==> config.mk <==
export PLATFORM = sky130hd
export DESIGN_NAME = bsg_demux_buffered_width_p8_els_p8_flat
export DESIGN_NICKNAME = d
export VERILOG_FILES = /design/src/rtl/bsg_demux_pkg.sv /design/src/rtl/bsg_demux_buffered_width_p8_els_p8_if.sv /design/src/rtl/bsg_demux_chan_two_fifo.sv /design/src/rtl/bsg_demux_buffered_width_p8_els_p8.sv /design/src/flat_wrapper.sv
export SDC_FILE = /design/constraint.sdc
export NUM_CORES = 1
export LEC_CHECK = 0
export ABC_AREA = 0
export CAP_MARGIN = 30
export CORE_MARGIN = 2
export CORE_UTILIZATION = 35
export CTS_CLUSTER_SIZE = 28
export DETAILED_ROUTE_END_ITERATION = 8
export PLACE_DENSITY = 0.66
export SLEW_MARGIN = 20
export SYNTH_ARGS = -nofsm -noshare
export SYNTH_HDL_FRONTEND = slang
export SYNTH_SLANG_ARGS = --single-unit
export TNS_END_PERCENT = 30
==> constraint.sdc <==
create_clock -name clk_i -period 6.85 [get_ports clk_i]
set_input_delay 1.7125 -clock clk_i [delete_from_list [all_inputs] [get_ports clk_i]]
set_output_delay 1.7125 -clock clk_i [all_outputs]
set_load 0.005 [all_outputs]
==> src/rtl/bsg_demux_pkg.sv <==
// Shared defaults and helpers for the buffered 1-to-N demultiplexer.
package bsg_demux_pkg;

   localparam int unsigned def_width_p  = 8;
   localparam int unsigned def_els_p    = 8;
   localparam int unsigned def_lg_els_p = 3;

   // Total buffered words range 0..2*els, so the counter needs one extra bit.
   function automatic int unsigned count_width(input int unsigned els);
      return $clog2(2 * els + 1);
   endfunction

endpackage

==> src/rtl/bsg_demux_buffered_width_p8_els_p8_if.sv <==
// Producer/consumer bundle for the buffered demux; clock and reset stay outside.
interface bsg_demux_buffered_width_p8_els_p8_if
   import bsg_demux_pkg::*;
  #(parameter int unsigned width_p   = def_width_p,
    parameter int unsigned els_p     = def_els_p,
    parameter int unsigned lg_els_lp = def_lg_els_p,
    parameter int unsigned count_w_p = count_width(def_els_p));

   logic                       v_i;
   logic [width_p-1:0]         data_i;
   logic [lg_els_lp-1:0]       sel_i;
   logic                       ready_o;
   logic [els_p-1:0]           v_o;
   logic [els_p*width_p-1:0]   data_o;
   logic [els_p-1:0]           yumi_i;
   logic [count_w_p-1:0]       count_o;

   modport master (output v_i, data_i, sel_i, yumi_i,
                   input  ready_o, v_o, data_o, count_o);

   modport slave  (input  v_i, data_i, sel_i, yumi_i,
                   output ready_o, v_o, data_o, count_o);

endinterface

==> src/rtl/bsg_demux_chan_two_fifo.sv <==
// Two-entry FIFO for one demux channel: registered head, no enqueue bypass.
module bsg_demux_chan_two_fifo
   import bsg_demux_pkg::*;
  #(parameter int unsigned width_p = def_width_p)
  (input  logic               clk_i,
   input  logic               reset_i,
   input  logic               enq_i,
   input  logic [width_p-1:0] data_i,
   input  logic               deq_i,
   output logic               v_o,
   output logic               full_o,
   output logic [width_p-1:0] data_o);

   logic [1:0]         occ_q, occ_d;
   logic [width_p-1:0] head_q, head_d;
   logic [width_p-1:0] tail_q, tail_d;
   logic               push, pop;

   assign v_o    = (occ_q != 2'd0);
   assign full_o = (occ_q == 2'd2);
   assign data_o = v_o ? head_q : '0;

   // Next state; head always holds the oldest word.
   always_comb begin
      occ_d  = occ_q;
      head_d = head_q;
      tail_d = tail_q;
      push   = enq_i & ~full_o;
      pop    = deq_i & v_o;
      case (occ_q)
         2'd0: begin
            if (push) begin
               head_d = data_i;
               occ_d  = 2'd1;
            end
         end
         2'd1: begin
            if (push && pop) begin
               head_d = data_i;
            end else if (push) begin
               tail_d = data_i;
               occ_d  = 2'd2;
            end else if (pop) begin
               occ_d  = 2'd0;
            end
         end
         default: begin
            if (pop) begin
               head_d = tail_q;
               occ_d  = 2'd1;
            end
         end
      endcase
   end

   always_ff @(posedge clk_i) begin
      if (reset_i) begin
         occ_q  <= 2'd0;
         head_q <= '0;
         tail_q <= '0;
      end else begin
         occ_q  <= occ_d;
         head_q <= head_d;
         tail_q <= tail_d;
      end
   end

   always_ff @(posedge clk_i) begin
      if (!reset_i) begin
         assert (!(deq_i && !v_o))
            else $error("dequeue requested on empty channel");
      end
   end

endmodule

==> src/rtl/bsg_demux_buffered_width_p8_els_p8.sv <==
// Buffered 1-to-els_p demux: sel decode, ready mux and occupancy counter over
// one two-entry FIFO per channel.
module bsg_demux_buffered_width_p8_els_p8
   import bsg_demux_pkg::*;
  #(parameter int unsigned width_p   = def_width_p,
    parameter int unsigned els_p     = def_els_p,
    parameter int unsigned lg_els_lp = def_lg_els_p)
  (input  logic clk_i,
   input  logic reset_i,
   bsg_demux_buffered_width_p8_els_p8_if.slave bus);

   localparam int unsigned count_w_lp = count_width(els_p);

   logic [els_p-1:0]              full;
   logic [els_p-1:0]              enq;
   logic [els_p-1:0]              chan_v;
   logic [els_p-1:0][width_p-1:0] chan_data;
   logic [count_w_lp-1:0]         count_q, count_d;

   assign bus.ready_o = ~full[bus.sel_i];
   assign bus.v_o     = chan_v;
   assign bus.data_o  = chan_data;
   assign bus.count_o = count_q;

   always_comb begin
      enq             = '0;
      enq[bus.sel_i]  = bus.v_i & bus.ready_o;
   end

   for (genvar k = 0; k < els_p; k++) begin : g_chan
      bsg_demux_chan_two_fifo #(.width_p(width_p)) u_chan
        (.clk_i  (clk_i),
         .reset_i(reset_i),
         .enq_i  (enq[k]),
         .data_i (bus.data_i),
         .deq_i  (bus.yumi_i[k]),
         .v_o    (chan_v[k]),
         .full_o (full[k]),
         .data_o (chan_data[k]));
   end

   // Only dequeues of non-empty channels are counted.
   always_comb begin
      count_d = count_q;
      for (int k = 0; k < els_p; k++) begin
         count_d = count_d + count_w_lp'(enq[k])
                           - count_w_lp'(bus.yumi_i[k] & chan_v[k]);
      end
   end

   always_ff @(posedge clk_i) begin
      if (reset_i) count_q <= '0;
      else         count_q <= count_d;
   end

endmodule

==> src/flat_wrapper.sv <==
// flat-port wrapper written by rule: the top's interface ports become plain ports
module bsg_demux_buffered_width_p8_els_p8_flat import bsg_demux_pkg::*;
#(parameter int unsigned width_p   = def_width_p,
    parameter int unsigned els_p     = def_els_p,
    parameter int unsigned lg_els_lp = def_lg_els_p)
  (clk_i, reset_i, bus_v_i, bus_data_i, bus_sel_i, bus_yumi_i, bus_ready_o, bus_v_o, bus_data_o, bus_count_o);
  bsg_demux_buffered_width_p8_els_p8_if #(.width_p(width_p), .els_p(els_p), .lg_els_lp(lg_els_lp), .count_w_p(5)) bus_i ();
  input  logic clk_i;
  input  logic reset_i;
  input wire logic [$bits(bus_i.v_i)-1:0] bus_v_i;
  input wire logic [$bits(bus_i.data_i)-1:0] bus_data_i;
  input wire logic [$bits(bus_i.sel_i)-1:0] bus_sel_i;
  input wire logic [$bits(bus_i.yumi_i)-1:0] bus_yumi_i;
  output wire logic [$bits(bus_i.ready_o)-1:0] bus_ready_o;
  output wire logic [$bits(bus_i.v_o)-1:0] bus_v_o;
  output wire logic [$bits(bus_i.data_o)-1:0] bus_data_o;
  output wire logic [$bits(bus_i.count_o)-1:0] bus_count_o;
  assign bus_i.v_i = bus_v_i;
  assign bus_i.data_i = bus_data_i;
  assign bus_i.sel_i = bus_sel_i;
  assign bus_i.yumi_i = bus_yumi_i;
  assign bus_ready_o = bus_i.ready_o;
  assign bus_v_o = bus_i.v_o;
  assign bus_data_o = bus_i.data_o;
  assign bus_count_o = bus_i.count_o;
  bsg_demux_buffered_width_p8_els_p8 #(.width_p(width_p), .els_p(els_p), .lg_els_lp(lg_els_lp)) u_core (.clk_i(clk_i), .reset_i(reset_i), .bus(bus_i));
endmodule
Word-level counts from Yosys, hierarchy flattened

Index checks and enable logic that the tools add are counted.

Magnitude comparators: 2
Bitwise operators: 43
Reductions and logical operators: 57
Add/subtract/negate cells: 16
Muxes and demuxes: 92
Eq/ne operators: 48

Operator list:

| cell                 | number |
|---|---|
| $mux W8              | 32 |
| $pmux W8 S2          | 8 |
| $mux W2              | 40 |
| $ne A2 B2 Y1 const B | 24 |
| $reduce_and A3 Y1    | 16 |
| $add A5 B1 Y5        | 8 |
| $sub A5 B5 Y5        | 8 |
| $pmux W2 S2          | 8 |
| $reduce_and A4 Y1    | 8 |
| $and A1 B1 Y1        | 25 |
| $ne A3 B3 Y1 const B | 8 |
| $reduce_bool A3 Y1   | 8 |
| $not A1 Y1           | 17 |
| $eq A2 B1 Y1 const B | 8 |
| $eq A2 B2 Y1 const B | 8 |
| $logic_not A2 Y1     | 8 |
| $reduce_bool A2 Y1   | 8 |
| $logic_and A1 B1 Y1  | 9 |
| $and A8 B8 Y8        | 1 |
| $lt A3 B4 Y1 const B | 1 |
| $bmux W1 S3          | 1 |
| $demux W1 S3         | 1 |
| $ge A3 B1 Y1 const B | 1 |
| $mux W1              | 2 |

Bits in registers: 149
Output and inout bits: 78
Logic and storage cells: 283

Depth between registers and ports, before layout

Gate-level depths: netlist of the first run.

Word-level depth: 22
Depth in mapped cells: 18

Cells and area by module

Synthesis of the first run repeated with hierarchy kept, for this count alone.

Cells, all modules: 797
Area total of the unflattened synthesis: 7953.9 sq um

By module, submodules not included:

| module                             | instances | seq. area each (sq um) | area each (sq um) | cells each |
|---|---|---|---|---|
| bsg_demux_chan_two_fifo            | 8         | 360.3                  | 890.9             | 88 |
| bsg_demux_buffered_width_p8_els_p8 | 1         | 100.1                  | 827.0             | 93 |

Worst setup path before layout of the first run

OpenSTA, ideal clock, no wires.

Path kind: input to register
Start point: input port bus_sel_i[2]
End point: register u_core.count_q[4], in the netlist u_core.bus.count_o[4]
Data required time: 6.776 ns
Data arrival time: 5.739 ns
Cell stages on the path: 16
Slack: 1.037 ns
Setup time: 0.074 ns
Cell sequence: buf_2 > buf_6 > nand4b_1 > clkbuf_1 > nor2_1 > fa_1 > fa_1 > inv_1 > fa_1 > fa_1 > inv_1 > fa_1 > ha_1 > a21o_1 > a2111o_1 > o21ai_0

Longest elaborated chain between the ends: 21
Elaborated cells between the ends (all ways): 26
Those cells by class: add/sub: 16; order compare: 2; mux: 4; bitwise: 3; reduce/logical: 1

RTL lines:

| element                                                                     | RTL line                                                                           | text |
|---|---|---|
| from (decl)                                                                 | flat_wrapper.sv:12                                                                 | `input wire logic [$bits(bus_i.sel_i)-1:0] bus_sel_i;` |
| $lt A3 B4 Y1 (not written as such), or another cell as far along            | bsg_demux_buffered_width_p8_els_p8.sv:27                                           | `enq[bus.sel_i] = bus.v_i & bus.ready_o;` |
| $logic_and A1 B1 Y1 (not written as such) / $mux W1 (equally long branches) | bsg_demux_buffered_width_p8_els_p8.sv:27, bsg_demux_buffered_width_p8_els_p8.sv:20 |  |
| $mux W1 (not written as such) / $not A1 Y1 (equally long branches)          | bsg_demux_buffered_width_p8_els_p8.sv:27, bsg_demux_buffered_width_p8_els_p8.sv:20 |  |
| $demux W1 S3 / $and A1 B1 Y1 (equally long branches)                        | n/a                                                                                |  |
| $and A8 B8 Y8 (no source line) *                                            | n/a                                                                                |  |
| $add A5 B1 Y5                                                               | bsg_demux_buffered_width_p8_els_p8.sv:46                                           | `count_d = count_d + count_w_lp'(enq[k])` |
| $sub A5 B5 Y5                                                               | bsg_demux_buffered_width_p8_els_p8.sv:47                                           | `- count_w_lp'(bus.yumi_i[k] & chan_v[k]);` |
| $add A5 B1 Y5                                                               | bsg_demux_buffered_width_p8_els_p8.sv:46                                           |  |
| [... 5 more ...]                                                            | n/a                                                                                |  |
| $add A5 B1 Y5                                                               | bsg_demux_buffered_width_p8_els_p8.sv:46                                           |  |
| $sub A5 B5 Y5                                                               | bsg_demux_buffered_width_p8_els_p8.sv:47                                           |  |
| $add A5 B1 Y5                                                               | bsg_demux_buffered_width_p8_els_p8.sv:46                                           |  |
| $sub A5 B5 Y5                                                               | bsg_demux_buffered_width_p8_els_p8.sv:47                                           |  |
| $add A5 B1 Y5                                                               | bsg_demux_buffered_width_p8_els_p8.sv:46                                           |  |
| $sub A5 B5 Y5                                                               | bsg_demux_buffered_width_p8_els_p8.sv:47                                           |  |
| $add A5 B1 Y5 *                                                             | bsg_demux_buffered_width_p8_els_p8.sv:46                                           |  |
| $sub A5 B5 Y5 *                                                             | bsg_demux_buffered_width_p8_els_p8.sv:47                                           |  |
| to (signal assigned)                                                        | bsg_demux_buffered_width_p8_els_p8.sv:53                                           | `else count_q <= count_d;` |
| to (decl)                                                                   | bsg_demux_buffered_width_p8_els_p8.sv:18                                           | `logic [count_w_lp-1:0] count_q, count_d;` |

Mark *: on every way between the ends. The rest lies on a longest branch, timed or not. The select of a mux whose other input is x is not followed.
A chain may end at the register's enable or synchronous reset.

Worst setup path after layout of the first run

Start point: input port bus_v_i
End point: register u_core.count_q[4], in the netlist u_core.bus.count_o[4]

Longest elaborated chain between the ends: 18

RTL lines:

| element                          | RTL line                                 | text |
|---|---|---|
| from (decl)                      | flat_wrapper.sv:10                       | `input wire logic [$bits(bus_i.v_i)-1:0] bus_v_i;` |
| $and A1 B1 Y1 *                  | bsg_demux_buffered_width_p8_els_p8.sv:27 |  |
| $and A8 B8 Y8 (no source line) * | n/a                                      |  |
| $add A5 B1 Y5                    | bsg_demux_buffered_width_p8_els_p8.sv:46 |  |
| $sub A5 B5 Y5                    | bsg_demux_buffered_width_p8_els_p8.sv:47 |  |
| $add A5 B1 Y5                    | bsg_demux_buffered_width_p8_els_p8.sv:46 |  |
| $sub A5 B5 Y5                    | bsg_demux_buffered_width_p8_els_p8.sv:47 |  |
| $add A5 B1 Y5                    | bsg_demux_buffered_width_p8_els_p8.sv:46 |  |
| $sub A5 B5 Y5                    | bsg_demux_buffered_width_p8_els_p8.sv:47 |  |
| [... 2 more ...]                 | n/a                                      |  |
| $add A5 B1 Y5                    | bsg_demux_buffered_width_p8_els_p8.sv:46 |  |
| $sub A5 B5 Y5                    | bsg_demux_buffered_width_p8_els_p8.sv:47 |  |
| $add A5 B1 Y5                    | bsg_demux_buffered_width_p8_els_p8.sv:46 |  |
| $sub A5 B5 Y5                    | bsg_demux_buffered_width_p8_els_p8.sv:47 |  |
| $add A5 B1 Y5                    | bsg_demux_buffered_width_p8_els_p8.sv:46 |  |
| $sub A5 B5 Y5                    | bsg_demux_buffered_width_p8_els_p8.sv:47 |  |
| $add A5 B1 Y5 *                  | bsg_demux_buffered_width_p8_els_p8.sv:46 |  |
| $sub A5 B5 Y5 *                  | bsg_demux_buffered_width_p8_els_p8.sv:47 |  |

Mark *: on every way between the ends. The rest lies on a longest branch, timed or not.

==> impl_metrics.ini, run 1 <==
[detailed_routing]
drt_iter0_drc = 690
wl_per_cell_um = 15.7
dr.pass1.iters = 5
routed_via_density = 5.07
ant_nets = 0
route.met2.wl_um = 9310
highest_layer = met4
vias = 6585
wl_met3_um = 1030
wl_met1_um = 9650
routed_wl_um = 20400
drc = 0

[synthesis]
synth_seq_cells = 149
yosysTopAreaCell = dfxtp_1
synth.top_cell.area_share_pct = 35.9
yosysSeqAreaShare_pct = 35.9
synth_most_common_cell = dfxtp_1
synth-edff-count = 0
async_flop_share_pct = 0
syn_area_mm2 = 0.00831
ys_types = 54
yosys_warnings = 0
synthFlopType = dfxtp_1
yosys-top-cells-count = dfxtp_1, nor2_1, a21oi_1, nor2b_1, mux2i_1
synth_fp_nets = 971
syn_avg_cell_area_um2 = 8.93
synth_cells = 930
synth_area_leaders = dfxtp_1, mux2i_1, mux2_2

[timing]
rsz0062_at_grt = no
maxSlewViolCount = 0
finalHoldViolCount = 0
min_period_ps = 5890
max_freq_mhz = 170
skew_ps = 9.49
slew-limit-headroom_pct = 34.7
finalSetupViolCount = 0
tightest_slew_ps = 976
tns_ps = 0
min_period_over_period_pct = 85.9

[die]
top_level_ports = 100
initial_utilization_pct = 35.5
rows = 56
core_mm2 = 0.0234
dieWidth_um = 158
die_h_um = 158
die_area_mm2 = 0.0250

[clock_tree]
cts-root-buf = clkbuf_16
postCtsSetupBuffers = 0
cts_buffer_depth = 2
clkLatencyLatePin_ps = 420
htreeDepth = 4
clkSlewWorstSetupHoldPaths_ps = 60
cts_tree = done
post_cts_resized = 0
clkSinkCount = 149
cts_made_buffers = 17
hold_buffers = 0

[critical_path]
required_ps = 7200
crit_path_max_fanout = 17
end_kind = flip-flop
slowest_stage = clkdlybuf4s50_1
cp_data_arrival_time_ps = 6230
cp_slowest_stage_delay_ps = 800
cpMostUsedCell = fa_1
crit_path_start_kind = primary input
worstSetupStartpoint = bus_v_i
path_class = in2reg
r2r_start = u_core.g_chan[5].u_chan.occ_q[1]$_SDFFE_PP0P_
crit_chain = clkdlybuf4s50_1 > nand4bb_1 > nor2_1 > fa_1 > fa_1 > inv_1 > fa_1 > fa_1 > inv_1 > fa_1 > ha_1 > a21o_1 > a2111o_1 > o21ai_0

[min_path]
min_from = u_core.g_chan[5].u_chan.tail_q[6]$_SDFFE_PP0P_
holdCritPathClass = reg2reg

[power]
power_density_mw_per_mm2 = 222
leakage_nw = 3.57
ir_drop_v = 0.000178
power_mw = 2.21

[finish]
diodes = 0
nNetsFinal = 1010
final_layout_size_suffix_gt1_share_pct = 13.5
syn2layout_area_growth_pct = 19.7

[placed_design]
dp_hpwl_um = 13500
gp_congestion = 0.796
numPortBuffers = 99

[flow_run]
drv_cap = 0

[global_route]
grt_pass1_vias = 6188
grt_pass1_wl_um = 32900
grt_max_degree = 100
track_usage_pct = 16.8
antenna_found_initial = 0
overflow = 0

[status]
outcome = finished clean
## where the power goes
group	switching, mW	total [mW]	internal (mW)
combinational	0.175	0.322	0.147
clock	0.361	0.978	0.617
sequential	0.0220	0.912	0.890
total	0.558	2.21	1.65
## layer usage
metal | GRT usage [%] | vias to the layer above
met3 | 4.22 | 32
met1 | 22.7 | 3124
li1 | - | 3268
met5 | 0 | -
met2 | 26.1 | 161
met4 | 5.62 | 0
## registers in the layout, indices dropped and copies added, names as in the netlist
register and count:
u_core.bus.count_o 5, u_core.g_chan.u_chan.occ_q 16, u_core.g_chan.u_chan.tail_q 64, u_core.g_chan.u_chan.head_q 64
## cells in the final DEF (no fill, tap or decap), drive strengths merged, types with 13 or more instances in the layout
cell	synthesis	final
clkdlybuf4s50	0	98
and2	58	58
dfxtp	149	149
mux2i	66	66
clkbuf	53	22
o21ai	65	65
nor2b	75	75
inv	31	32
a21oi	82	82
mux2	56	56
nand3	56	56
nor2	83	83
fa	13	13
## worst max-delay path: cells and delay by family
| family | cells | cell delay [ps] |
|---|---|---|
| adder cells (fa/ha/maj) | 6 | 2580 |
| buffers and inverters | 3 | 920 |
| AO/OA/AOI/OAI | 3 | 630 |
| AND/OR/NAND/NOR | 2 | 400 |
## metrics by stage
step	util (%)	hold WS [ps]	cells	setup WS, ps	area (um2)
2_1_floorplan	-	449	930	1040	8310
5_1_grt	42.5	499	1299	707	9950
4_1_cts	42.5	474	1299	975	9950
3_3_place_gp	39.9	460	1269	630	9330
6_report	42.5	473	1299	963	9950
3_5_place_dp	39.9	466	1269	548	9330
## kinds of logic (layout without fill, tap and decap cells)
kind of cell | count (synthesis) | after routing | share of synthesized area (%)
compound gates | 174 | 174 | 12.5
xor+xnor | 2 | 2 | 0.211
fa+ha+maj | 19 | 19 | 4.04
buf+inv | 121 | 171 | 6.84
flops | 149 | 149 | 35.9
mux | 124 | 124 | 16.1
simple gates | 341 | 341 | 24.4
## cell type report
class | instances | area [um2]
Clock buffer | 22 | 494
Clock inverter | 8 | 121
Fill cell | 2338 | 13500
Inverter | 31 | 116
Multi-Input combinational cell | 660 | 4760
Sequential cell | 149 | 2980
Tap cell | 319 | 399
Timing Repair Buffer | 110 | 1070
## worst paths after layout
kind	endpoint	cells after the start	slack, ps
setup reg to reg	u_core.bus.count_o[4]$_SDFF_PP0_	13	1960
hold reg to reg	u_core.g_chan[5].u_chan.tail_q[6]$_SDFFE_PP0P_	2	470
hold / removal	u_core.g_chan[5].u_chan.tail_q[6]$_SDFFE_PP0P_	2	470
setup / recovery	u_core.bus.count_o[4]$_SDFF_PP0_	14	960
(Power assumes the default switching activity.)
==> run 2: changes to the inputs <==
--- a/config.mk
+++ b/config.mk
@@ -9,9 +9,10 @@
 export CAP_MARGIN = 30
 export CORE_MARGIN = 2
 export CORE_UTILIZATION = 35
+export CTS_CLUSTER_DIAMETER = 200
 export CTS_CLUSTER_SIZE = 28
 export DETAILED_ROUTE_END_ITERATION = 8
-export PLACE_DENSITY = 0.66
+export PLACE_DENSITY = 0.68
 export SLEW_MARGIN = 20
 export SYNTH_ARGS = -nofsm -noshare
 export SYNTH_HDL_FRONTEND = slang
==> constraint.sdc (replaced) <==
create_clock -name clk_i -period 5.4 [get_ports clk_i]
set_input_delay 1.35 -clock clk_i [delete_from_list [all_inputs] [get_ports clk_i]]
set_output_delay 1.35 -clock clk_i [all_outputs]
set_load 0.005 [all_outputs]
==> run 2 against run 1 <==
Net effect:
- worst setup slack got worse by 750 ps
- sequential power rose by 27%
- first-iteration DRC count decreased by 21%
- non-clock buffer count is 18 higher
- clock-buffer cell count down 4
- highest routed layer unchanged
- combinational power rose by 30%
- clock power increased by 15%
- critical path type unchanged
==> impl_metrics.ini, run 2 (synthesis results as in run 1) <==
[detailed_routing]
dr.pass1.iters = 5
routed_via_density = 5.00
drt_iter0_drc = 548
vias = 6596
wl_per_cell_um = 15.3
ant_nets = 0
routed_wl_um = 20200
drc = 0

[finish]
syn2layout_area_growth_pct = 21.0
post-route-cell-area_mm2 = 0.0101
final_common_cell = dfxtp_1
final_layout_size_suffix_gt1_share_pct = 15.3
most-common-layout-cells = dfxtp_1, clkdlybuf4s50_1, nor2_1, a21oi_1, nor2b_1
top_regs = u_core.g_chan.u_chan.head_q x64, u_core.g_chan.u_chan.tail_q x64, u_core.g_chan.u_chan.occ_q x16
diodes = 0
fill_cells = 2313
nNetsFinal = 1028

[global_route]
track_usage_pct = 16.4
grt_pass1_vias = 6232
grt_max_degree = 116
antenna_found_initial = 0
grt_pass1_wl_um = 32100
overflow = 0

[power]
ir_drop_v = 0.000200
power_density_mw_per_mm2 = 268
leakage_nw = 3.65

[placed_design]
dp_hpwl_um = 13500
gp_congestion = 0.830
placed_area_mm2 = 0.00948
numPortBuffers = 99

[critical_path]
r2r-end = u_core.bus.count_o[4]$_SDFF_PP0_
crit_path_max_fanout = 3
end_kind = flip-flop
cp_slowest_stage_delay_ps = 550
worstSetupStartpoint = bus_yumi_i[1]
r2r_cells = 13
crit_chain = clkdlybuf4s50_1 > inv_1 > nor2_1 > fa_1 > inv_1 > fa_1 > inv_1 > fa_1 > fa_1 > inv_1 > fa_1 > ha_1 > a21o_1 > a2111o_1 > o21ai_0
cp_data_arrival_time_ps = 5550
path_class = in2reg
crit_path_start_kind = primary input
cpMostUsedCell = fa_1
r2r_slack_ps = 710
r2r_start = u_core.g_chan[3].u_chan.occ_q[1]$_SDFFE_PP0P_
slowest_stage = fa_1
required_ps = 5760

[timing]
max_freq_mhz = 193
finalSetupViolCount = 0
maxSlewViolCount = 0
finalHoldViolCount = 0
slew-limit-headroom_pct = 36.0
rsz0062_at_grt = no
skew_ps = 9.41
tightest_slew_ps = 957
min_period_ps = 5190
hold-worst-slack_ps = 473
min_period_over_period_pct = 96.1

[clock_tree]
clkSinkCount = 149
htreeDepth = 4
postCtsSetupBuffers = 0
cts_tree = done
hold_buffers = 0
clkLatencyLatePin_ps = 430
cts_made_buffers = 17
cts-root-buf = clkbuf_16
cts_buffer_depth = 2
clkSlewWorstSetupHoldPaths_ps = 70

[die]
initial_utilization_pct = 35.5
dieWidth_um = 158
core_mm2 = 0.0234
top_level_ports = 100
rows = 56
die_area_mm2 = 0.0250
die_h_um = 158

[min_path]
holdCritPathClass = reg2reg
holdPathStages = 2
min_to = u_core.g_chan[0].u_chan.tail_q[2]$_SDFFE_PP0P_
min_from = u_core.g_chan[0].u_chan.tail_q[2]$_SDFFE_PP0P_

[status]
outcome = finished clean

[flow_run]
drv_cap = 0
run 2: changes by cell type in the layout (fill, tap and decap cells not counted), sizes merged:
cell / change
dlymetal6s2s: +4
bufinv: -2
buf: +18
clkinv: +3
clkdlybuf4s50: -4
clkbuf: -4
clkinvlp: +4
run 2: how the worst max path moves through the flow:
stage | endpoint | slack (ps) | cells after the start
floorplan | u_core.bus.count_o[4]$_SDFF_PP0_ | 2 | 15
global placement | u_core.bus.count_o[4]$_SDFF_PP0_ | -310 | 14
detailed placement | u_core.bus.count_o[4]$_SDFF_PP0_ | -370 | 14
CTS | u_core.bus.count_o[4]$_SDFF_PP0_ | 60 | 14
global route | u_core.bus.count_o[4]$_SDFF_PP0_ | 20 | 15
finish | u_core.bus.count_o[4]$_SDFF_PP0_ | 210 | 15
run 2: final cells by class:
type | count | area (um2) | area share [%]
multi-input cells | 660 | 4780 | 47.5
flip-flops and latches | 149 | 2980 | 29.7
repair buffers | 128 | 1230 | 12.3
clock buffers | 18 | 439 | 4.37
well taps | 319 | 399 | 3.97
inverters | 31 | 116 | 1.16
clock inverters | 13 | 110 | 1.09
run 2: layer usage:
metal	track usage (%)	wire, um
met4	4.93	310
met1	21.7	9530
met5	0	0
met3	3.89	999
met2	26.5	9360
run 2: report_power, final:
group	internal, mW	switching, mW
clock	0.640	0.482
sequential	1.13	0.0272
combinational	0.194	0.223
run 2: critical path: cells and delay by family:
family,cells,cell delay (ps)
AOI/OAI and AO/OA,3,630
adders and majority gates,6,2720
buffers and inverters,5,780
and+or+nand+nor,1,80
run 2: stage by stage:
step / std cells / util [%] / worst slack, ps / setup TNS (ps) / power (mW)
3_3_place_gp: 1287 / 40.5 / -308 / -751 / 1.58
3_5_place_dp: 1287 / 40.5 / -375 / -950 / 1.60
6_report: 1318 / 43.0 / 212 / 0 / 2.69
2_1_floorplan: 930 / - / 1.60 / 0 / 1.46
4_1_cts: 1318 / 42.9 / 60.9 / 0 / 2.72
5_1_grt: 1318 / 43.0 / 20.8 / 0 / 2.83
run 2: timing repair:
item                                   4_1_cts  5_1_grt
endpoints found under the hold margin        0        0
gates resized for setup                      0        5
setup endpoints to repair                    0        3
==> run 3: changes to the inputs <==
--- a/config.mk
+++ b/config.mk
@@ -6,13 +6,14 @@
 export NUM_CORES = 1
 export LEC_CHECK = 0
 export ABC_AREA = 0
-export CAP_MARGIN = 30
+export CAP_MARGIN = 20
 export CORE_MARGIN = 2
 export CORE_UTILIZATION = 35
 export CTS_CLUSTER_DIAMETER = 200
 export CTS_CLUSTER_SIZE = 28
 export DETAILED_ROUTE_END_ITERATION = 8
-export PLACE_DENSITY = 0.68
+export DONT_BUFFER_PORTS = 1
+export PLACE_DENSITY = 0.63
 export SLEW_MARGIN = 20
 export SYNTH_ARGS = -nofsm -noshare
 export SYNTH_HDL_FRONTEND = slang
==> constraint.sdc (replaced) <==
create_clock -name clk_i -period 4.29 [get_ports clk_i]
set_input_delay 1.0725 -clock clk_i [delete_from_list [all_inputs] [get_ports clk_i]]
set_output_delay 1.0725 -clock clk_i [all_outputs]
set_load 0.005 [all_outputs]
==> run 3 against run 2 <==
Net effect:
- largest power group unchanged
- final area shrank 10%
- critical path depth shrank 2
- die area is the same
- highest routed layer unchanged
- largest cell class unchanged
- worst hold slack lost 0.62 ps
==> impl_metrics.ini, run 3 (synthesis results as in run 1) <==
[global_route]
overflow = 0
antenna_found_initial = 0
grt_max_degree = 207
grt_pass1_vias = 5717
grt_pass1_wl_um = 31700
track_usage_pct = 16.3

[critical_path]
r2r_start = u_core.g_chan[0].u_chan.occ_q[1]$_SDFFE_PP0P_
cp.buffers_inverters = 2
crit_path_start_kind = primary input
r2r_slack_ps = 210
cpMostUsedCell = fa_1
r2r-end = u_core.bus.count_o[4]$_SDFF_PP0_
path_class = in2reg
end_kind = flip-flop
required_ps = 4640
slowest_stage = fa_1
cp_slowest_stage_delay_ps = 510
crit_chain = nand4b_1 > nor2_4 > fa_1 > fa_1 > inv_2 > fa_1 > fa_1 > inv_1 > fa_2 > ha_4 > a21o_1 > a2111o_1 > o21ai_1
cp_top_family = adder cells
cp_data_arrival_time_ps = 4540
r2r_cells = 15
crit_path_max_fanout = 19

[detailed_routing]
ant_nets = 0
vias = 6272
drc = 0
routed_via_density = 5.15
routed_wl_um = 20000
wl_per_cell_um = 16.4
drt_iter0_drc = 386
dr.pass1.iters = 7

[min_path]
holdCritPathClass = reg2reg
min_to = u_core.g_chan[0].u_chan.tail_q[4]$_SDFFE_PP0P_
holdPathStages = 2
min_from = u_core.g_chan[0].u_chan.tail_q[4]$_SDFFE_PP0P_

[power]
power_density_mw_per_mm2 = 357
ir_drop_v = 0.000201
leakage_nw = 3.26

[finish]
top_regs = u_core.g_chan.u_chan.head_q x64, u_core.g_chan.u_chan.tail_q x64, u_core.g_chan.u_chan.occ_q x16
most-common-layout-cells = dfxtp_1, a21oi_1, nor2_1
syn2layout_area_growth_pct = 8.84
final_layout_size_suffix_gt1_share_pct = 17.1
diodes = 0
nNetsFinal = 928
post-route-cell-area_mm2 = 0.00904
multi_input_area_mm2 = 0.00479
final_common_cell = dfxtp_1
regArea_mm2 = 0.00298
final_cells = 1219
fill_cells = 2404

[clock_tree]
clkSinkCount = 149
postCtsSetupBuffers = 0
cts-root-buf = clkbuf_16
cts_tree = done
clkSlewWorstSetupHoldPaths_ps = 60
clkLatencyLatePin_ps = 420
htreeDepth = 4
hold_buffers = 0
cts_made_buffers = 17
cts_buffer_depth = 2

[die]
core_mm2 = 0.0234
die_area_mm2 = 0.0250
dieWidth_um = 158
rows = 56
initial_utilization_pct = 35.5
top_level_ports = 100
die_h_um = 158

[placed_design]
placed_area_mm2 = 0.00849
numPortBuffers = 0
dp_hpwl_um = 13100
gp_congestion = 0.783
dpl.cell_count = 1187

[timing]
finalHoldViolCount = 0
finalSetupViolCount = 0
slew-limit-headroom_pct = 47.0
tightest_slew_ps = 793
max_freq_mhz = 239
maxSlewViolCount = 0
rsz0062_at_grt = yes
min_period_over_period_pct = 97.6
skew_ps = 7.77
min_period_ps = 4190

[status]
outcome = finished clean

[flow_run]
drv_cap = 0
run 3: layer usage:
layer / vias to the layer above / share of wire [%] / global-route usage (%) / routed length [um]
met5: - / 0 / 0 / 0
met4: 0 / 1.2 / 4.42 / 243
met3: 19 / 7.1 / 4.98 / 1430
met2: 169 / 45 / 24.7 / 9010
met1: 2973 / 47 / 22.5 / 9370
li1: 3111 / - / - / -
run 3: worst max-delay path by stage:
| stage | slack, ps | cells after the start | startpoint | endpoint |
|---|---|---|---|---|
| 2_1_floorplan | -560 | 16 | bus_sel_i[2] | u_core.bus.count_o[4]$_SDFF_PP0_ |
| 3_3_place_gp | -340 | 13 | bus_yumi_i[0] | u_core.bus.count_o[4]$_SDFF_PP0_ |
| 3_5_place_dp | -370 | 13 | bus_sel_i[2] | u_core.bus.count_o[4]$_SDFF_PP0_ |
| 4_1_cts | 60 | 13 | bus_sel_i[2] | u_core.bus.count_o[4]$_SDFF_PP0_ |
| 5_1_grt | -8 | 13 | bus_sel_i[2] | u_core.bus.count_o[4]$_SDFF_PP0_ |
| 6_report | 100 | 13 | bus_sel_i[2] | u_core.bus.count_o[4]$_SDFF_PP0_ |
run 3: stage by stage:
step                worst slack, ps  total power [mW]  hold slack [ps]  util, %  setup TNS (ps)
floorplan                      -561              1.84              449        -           -1840
global placement               -338              1.86              454     36.3            -877
detailed placement             -371              1.87              461     36.3            -974
CTS                            58.7              3.25              468     38.6               0
global route                  -7.80              3.38              485     38.6           -7.80
finish                          102              3.23              472     38.6               0
run 3: timing repair:
action	in CTS	in global routing
setup endpoints to repair	0	3
gates resized for setup	0	3
endpoints found under the hold margin	0	0
run 3: worst min-delay path, delay by kind of cell, from the launching register on:
family / cells / cell delay (ps)
DFF: 1 / 300
AOI/OAI and AO/OA: 2 / 120
run 3: power by group:
group / switching, mW / leakage [nW] / internal [mW]
logic: 0.202 / 1.80 / 0.196
clock network: 0.608 / 0.255 / 0.770
registers: 0.0311 / 1.20 / 1.42
total: 0.841 / 3.26 / 2.39
run 3: final cells by class:
type / instances / area share [%]
Clock buffer: 21 / 5.09
Clock inverter: 11 / 0.885
Inverter: 31 / 1.29
Multi-Input combinational cell: 660 / 53.0
Sequential cell: 149 / 33.0
Tap cell: 319 / 4.41
Timing Repair Buffer: 28 / 2.32
